File: config.mk
export PLATFORM = sky130hd
export DESIGN_NAME = fsab_rr_arbiter
export DESIGN_NICKNAME = d
export VERILOG_FILES = /design/src/rtl/fsab_rr_arbiter.sv
export SDC_FILE = /design/constraint.sdc
export NUM_CORES = 2
export LEC_CHECK = 0
export CAP_MARGIN = 10
export CORE_UTILIZATION = 30
export CTS_BUF_LIST = sky130_fd_sc_hd__clkbuf_4 sky130_fd_sc_hd__clkbuf_8
export DETAILED_ROUTE_END_ITERATION = 7
export PLACE_DENSITY_LB_ADDON = 0.15
export SYNTH_ARGS = -nofsm -noshare
export SYNTH_HDL_FRONTEND = slang
export SYNTH_SLANG_ARGS = --single-unit
File: constraint.sdc
create_clock -name clk -period 28.5 [get_ports clk]
set_input_delay 7.125 -clock clk [delete_from_list [all_inputs] [get_ports clk]]
set_output_delay 7.125 -clock clk [all_outputs]
set_load 0.01 [all_outputs]
File: src/rtl/fsab_rr_arbiter.sv
// Round-robin arbiter merging per-channel beat FIFOs into one credited stream.
// Define FSAB_ARB_PRIO0_EN to give channel 0 strict priority over the rest.
module fsab_rr_arbiter #(
  parameter  int DEVICES     = 4,
  parameter  int PAYLOAD_W   = 128,
  parameter  int DEPTH       = 8,
  parameter  int OUT_CREDITS = 4,
  localparam int DW = (DEVICES > 1) ? $clog2(DEVICES) : 1,
  localparam int AW = $clog2(DEPTH),
  localparam int CW = $clog2(OUT_CREDITS + 1)
) (
  input  logic                         clk,
  input  logic                         rst,
  input  logic [DEVICES-1:0]           in_valid,
  input  logic [DEVICES-1:0]           in_last,
  input  logic [DEVICES*PAYLOAD_W-1:0] in_payload,
  output logic [DEVICES-1:0]           in_credit,
  output logic                         out_valid,
  output logic                         out_last,
  output logic [PAYLOAD_W-1:0]         out_payload,
  output logic [DW-1:0]                out_device,
  input  logic                         out_credit,
  output logic                         err
);

  typedef enum logic {IDLE, BURST} state_e;
  typedef logic [PAYLOAD_W:0] entry_t;

  localparam logic [AW:0] FULL = (AW+1)'(DEPTH);

  state_e        state_q, state_d;
  entry_t        mem_q  [DEVICES][DEPTH];
  entry_t        mem_d  [DEVICES][DEPTH];
  logic [AW-1:0] wptr_q [DEVICES];
  logic [AW-1:0] wptr_d [DEVICES];
  logic [AW-1:0] rptr_q [DEVICES];
  logic [AW-1:0] rptr_d [DEVICES];
  logic [AW:0]   cnt_q  [DEVICES];
  logic [AW:0]   cnt_d  [DEVICES];
  logic [AW:0]   lcnt_q [DEVICES];
  logic [AW:0]   lcnt_d [DEVICES];

  logic [DW-1:0] rr_q, rr_d;
  logic [DW-1:0] dev_q, dev_d;
  logic [CW-1:0] cred_q, cred_d;
  logic          err_q, err_d;

  logic [DEVICES-1:0] elig, cand, pop, wr_ok;
  logic [DW-1:0]      win, idx;
  logic               found, grant, burst;
  logic               ovf, cred_ovf;
  entry_t             head;

  always_comb begin : arb
    for (int i = 0; i < DEVICES; i++) begin
      elig[i] = (lcnt_q[i] != '0);
    end
    cand  = elig;
    found = 1'b0;
    win   = '0;
    idx   = '0;
`ifdef FSAB_ARB_PRIO0_EN
    cand[0] = 1'b0;
    found   = elig[0];
`endif
    for (int k = 0; k < DEVICES; k++) begin
      idx = DW'((int'(rr_q) + k) % DEVICES);
      if (!found && cand[idx]) begin
        found = 1'b1;
        win   = idx;
      end
    end
  end

  always_comb begin : ctrl
    state_d  = state_q;
    dev_d    = dev_q;
    rr_d     = rr_q;
    cred_d   = cred_q;
    cred_ovf = 1'b0;
    head     = mem_q[dev_q][rptr_q[dev_q]];
    burst    = (state_q == BURST) && !rst;
    grant    = (state_q == IDLE) && found && (cred_q != '0);
    pop      = '0;
    pop[dev_q] = burst;

    unique case (state_q)
      IDLE: begin
        if (grant) begin
          state_d = BURST;
          dev_d   = win;
`ifdef FSAB_ARB_PRIO0_EN
          if (win != '0)
`endif
          rr_d = (win == DW'(DEVICES - 1)) ? '0 : win + 1'b1;
        end
      end
      BURST: begin
        if (burst && head[PAYLOAD_W]) state_d = IDLE;
      end
      default: state_d = IDLE;
    endcase

    // a grant and a returned credit in the same cycle cancel out
    if (grant && !out_credit) begin
      cred_d = cred_q - 1'b1;
    end else if (out_credit && !grant) begin
      if (cred_q == CW'(OUT_CREDITS)) cred_ovf = 1'b1;
      else cred_d = cred_q + 1'b1;
    end
  end

  always_comb begin : fifo
    mem_d = mem_q;
    wr_ok = '0;
    ovf   = 1'b0;
    for (int i = 0; i < DEVICES; i++) begin
      wptr_d[i] = wptr_q[i];
      rptr_d[i] = rptr_q[i];
      wr_ok[i]  = in_valid[i] && ((cnt_q[i] != FULL) || pop[i]);
      if (in_valid[i] && !wr_ok[i]) ovf = 1'b1;
      if (wr_ok[i]) begin
        mem_d[i][wptr_q[i]] =
          {in_last[i], in_payload[i*PAYLOAD_W +: PAYLOAD_W]};
        wptr_d[i] = wptr_q[i] + 1'b1;
      end
      if (pop[i]) rptr_d[i] = rptr_q[i] + 1'b1;
      cnt_d[i]  = cnt_q[i]
                + {{AW{1'b0}}, wr_ok[i]}
                - {{AW{1'b0}}, pop[i]};
      lcnt_d[i] = lcnt_q[i]
                + {{AW{1'b0}}, wr_ok[i] & in_last[i]}
                - {{AW{1'b0}}, pop[i] & head[PAYLOAD_W]};
    end
  end

  assign err_d = err_q | ovf | cred_ovf;

  always_ff @(posedge clk) begin
    if (rst) begin
      state_q <= IDLE;
      rr_q    <= '0;
      dev_q   <= '0;
      cred_q  <= CW'(OUT_CREDITS);
      err_q   <= 1'b0;
      for (int i = 0; i < DEVICES; i++) begin
        wptr_q[i] <= '0;
        rptr_q[i] <= '0;
        cnt_q[i]  <= '0;
        lcnt_q[i] <= '0;
      end
    end else begin
      state_q <= state_d;
      rr_q    <= rr_d;
      dev_q   <= dev_d;
      cred_q  <= cred_d;
      err_q   <= err_d;
      for (int i = 0; i < DEVICES; i++) begin
        wptr_q[i] <= wptr_d[i];
        rptr_q[i] <= rptr_d[i];
        cnt_q[i]  <= cnt_d[i];
        lcnt_q[i] <= lcnt_d[i];
      end
    end
  end

  // storage needs no reset: the pointers and counts define validity
  always_ff @(posedge clk) begin
    mem_q <= mem_d;
  end

  assign out_valid   = burst;
  assign out_last    = burst & head[PAYLOAD_W];
  assign out_payload = head[PAYLOAD_W-1:0];
  assign out_device  = dev_q;
  assign in_credit   = pop;
  assign err         = err_q;

endmodule

==> Implementation_results.wiki <==
{| class="wikitable"
! Metric !! Value
|-
| Result of the run || complete, no violations
|-
| Global route total overflow || 0
|-
| Register area || 0.125 mm²
|-
| Number of remaining DRC errors || 0
|-
| Setup crit end kind || primary output
|-
| Worst rel slew slack || 16.4%
|-
| Cell Area, Placed || 0.178 mm²
|-
| Fraction of registers with async set/reset || 0%
|-
| Clock Tree Buf Depth || 4
|-
| HPWL after DPL || 304000 µm
|-
| Clock skew || 0.0813 ns
|-
| Worst setup path category || input pin to primary output
|-
| Number of optimization iterations in the first detailed-route pass || 6
|-
| Largest area contributor in the synthesized netlist || edfxtp_1
|-
| Final setup violation count || 0
|-
| Worst-case reg-to-reg path depth || 10
|-
| Max-slew violation count || 0
|-
| Yosys reg bits || 4195
|-
| Final Hold Fails || 0
|-
| Effective utilization at floorplan || 30.1%
|-
| Number of placement rows || 269
|-
| Data required, critical path || 21.38 ns
|-
| Syn nets || 7878
|-
| Antenna violation net count after detailed routing || 0
|-
| Most used flip-flop cell after synthesis || edfxtp_1
|-
| Number of port buffers || 659
|-
| Die width || 736 µm
|-
| Growth of design area from synthesis to finish || 18.7%
|-
| Max FO, Critical Path || 72
|-
| Count of filler cells inserted in the layout || 49800
|-
| Overall fraction of global-route tracks in use || 20.3%
|-
| Ranking of synthesized cells by area || edfxtp_1, mux4_2, mux2i_1
|-
| Number of enable flip-flop cells after synthesis || 4128
|-
| Global-route wire length before repair || 760000 µm
|-
| Top-level I/O count || 660
|-
| Hold buffer count at cts || 0
|-
| Total wirelength of the detailed-routed design || 563000 µm
|-
| Weighted congestion reported at the end of routability-driven placement || 0.751
|-
| Number of instances in the synthesized netlist || 7298
|-
| Combined area of all synthesized cells || 0.162 mm²
|-
| Class of the tightest hold or removal check || flop to flop
|-
| Highest Clock Rate || 0.0622 GHz
|-
| Routed wirelength normalized by instance count || 34.4 µm
|-
| Hold path depth || 2
|-
| Max cap viols || 0
|-
| Synthesized area per cell || 22.2 µm²
|-
| Pin count of the biggest net entering global routing || 115
|-
| Die area || 0.542 mm²
|-
| DR vias/cell || 5.05
|-
| Via count of the first global-routing pass || 88400
|-
| Largest vdd supply drop || 0.0000489 V
|-
| Initial antenna violation count || 206
|-
| Pwr dens || 82.9 mW/mm²
|-
| Clock input transition at the sequential cells of the worst setup and hold paths || 0.05 ns
|-
| Crit share post-route || 56.4%
|-
| Vert. Die Dim || 736 µm
|-
| CP Data Arrival Time || 8.96 ns
|-
| Number of buffers created by CTS || 728
|-
| TritonCTS clock tree || built
|-
| RSZ-0062 raised after global routing || no
|-
| Leakage power || 58.7 nW
|-
| Final Net Count || 9099
|-
| Vias || 82600
|-
| Combined area of the multi-input logic cells || 0.0346 mm²
|-
| Resize count post-CTS || 0
|-
| Initial detailed-routing violation count || 7032
|-
| Area of all placed cells without fillers || 0.192 mm²
|-
| Worst Tran Pin Value || 1.24 ns
|-
| Number of sinks handled by clock tree synthesis || 4195
|-
| Final Total Pwr || 0.0159 W
|-
| Warnings from Yosys || 0
|-
| CTS H-tree lvls || 6
|-
| Unique masters post-synth || 57
|-
| Clock Tree Root || clkbuf_8
|-
| CP startpoint kind || input pin
|-
| Synth top area share || 76.6%
|-
| Placeable core region || 0.537 mm²
|-
| Total Neg Setup Slack || 0 ns
|-
| Most common cell in the synthesized netlist || edfxtp_1
|-
| Number of buffers inserted by post-CTS setup repair || 0
|-
| Final worst path period need || 16.08 ns
|-
| Share of synthesized area occupied by flip-flops and latches || 77.4%
|-
| Source-to-sink clock delay at the later pin of the worst-skew pair || 1.29 ns
|-
| Proportion of layout cells with a drive suffix above 1 || 28.2%
|-
| Commonest cells in the netlist || edfxtp_1, mux4_2, mux2i_1, nand2_1, nor2_1
|}
-- worst paths after layout --
kind                 start            to  slack [ns]
max                    rst  in_credit[0]       12.42
min           rptr_q[1][2]  rptr_q[1][2]        0.52
max reg2reg  out_device[0]    mem_q[168]       22.43
min reg2reg   rptr_q[1][2]  rptr_q[1][2]        0.52
-- cell families (layout without fill, tap and decap cells) --
logic type      after synthesis  count (layout)  share of synthesized area [%]
compound gates              310             310                           1.02
xor+xnor                     32              32                          0.173
fa+ha+maj                    57              57                          0.483
buf+inv                     452            2265                           1.29
flops                      4195            4195                           77.4
mux                        1558            1558                           17.7
other cells                   0              73                              0
simple gates                694             694                           1.85
-- placed cells by master (no fill, tap or decap), types with 67 or more instances in the layout --
| cell type | instances |
|---|---|
| nor2_1 | 181 |
| a21oi_1 | 145 |
| o21ai_0 | 84 |
| mux2i_1 | 392 |
| clkbuf_8 | 737 |
| clkinv_1 | 187 |
| edfxtp_1 | 4128 |
| buf_4 | 192 |
| clkdlybuf4s50_1 | 658 |
| clkbuf_4 | 260 |
| nand2_1 | 301 |
| clkinv_2 | 67 |
| nand3_1 | 135 |
| diode_2 | 73 |
| mux2_2 | 130 |
| mux4_2 | 1032 |
-- routing by layer --
| layer | global-route usage, % | part of all wire, % |
|---|---|---|
| met2 | 34.5 | 50 |
| met1 | 26.2 | 41 |
| met3 | 4.31 | 6.1 |
| met5 | 0 | 0.12 |
| met4 | 5.67 | 2.6 |
-- sequential cells by signal (all words and copies together) (netlist names), 2 cells and up, named ones only --
name / cells
out_device: 2
wptr_q: 12
rptr_q: 12
lcnt_q: 16
cred_q: 3
mem_q: 4128
cnt_q: 16
-- final cells by class --
class / count / area share [%]
inverters: 66 / 0.129
diodes: 73 / 0.0951
well taps: 7181 / 4.68
repair buffers: 877 / 4.45
multi-input cells: 2651 / 18.0
clock buffers: 997 / 6.30
clock inverters: 325 / 1.10
flip-flops and latches: 4195 / 65.2
-- power by group --
| part | switching (W) | leakage (nW) | total (W) | internal [W] |
|---|---|---|---|---|
| combinational | 0.00185 | 13.2 | 0.00318 | 0.00133 |
| clock | 0.00259 | 7.51 | 0.00545 | 0.00286 |
| sequential | 0.0000990 | 38.0 | 0.00728 | 0.00718 |
| total | 0.00454 | 58.7 | 0.0159 | 0.0114 |
-- critical path, cell delays in order --
cell,delay (ns)
buf_2,0.10
buf_4,0.34
or4b_1,0.65
inv_2,0.16
clkdlybuf4s50_1,0.56
-- through the flow --
| step | util, % | worst slack [ns] | cells | hold slack (ns) |
|---|---|---|---|---|
| 2_1_floorplan | - | 6.23 | 7298 | 0.460 |
| 3_3_place_gp | 33.1 | 12.41 | 15000 | 0.474 |
| 3_5_place_dp | 33.1 | 12.41 | 15000 | 0.503 |
| 4_1_cts | 35.7 | 12.41 | 16300 | 0.516 |
| 5_1_grt | 35.8 | 12.29 | 16300 | 0.541 |
| 6_report | 35.8 | 12.42 | 16400 | 0.519 |
Note: power is estimated with default switching activity, not from simulation.
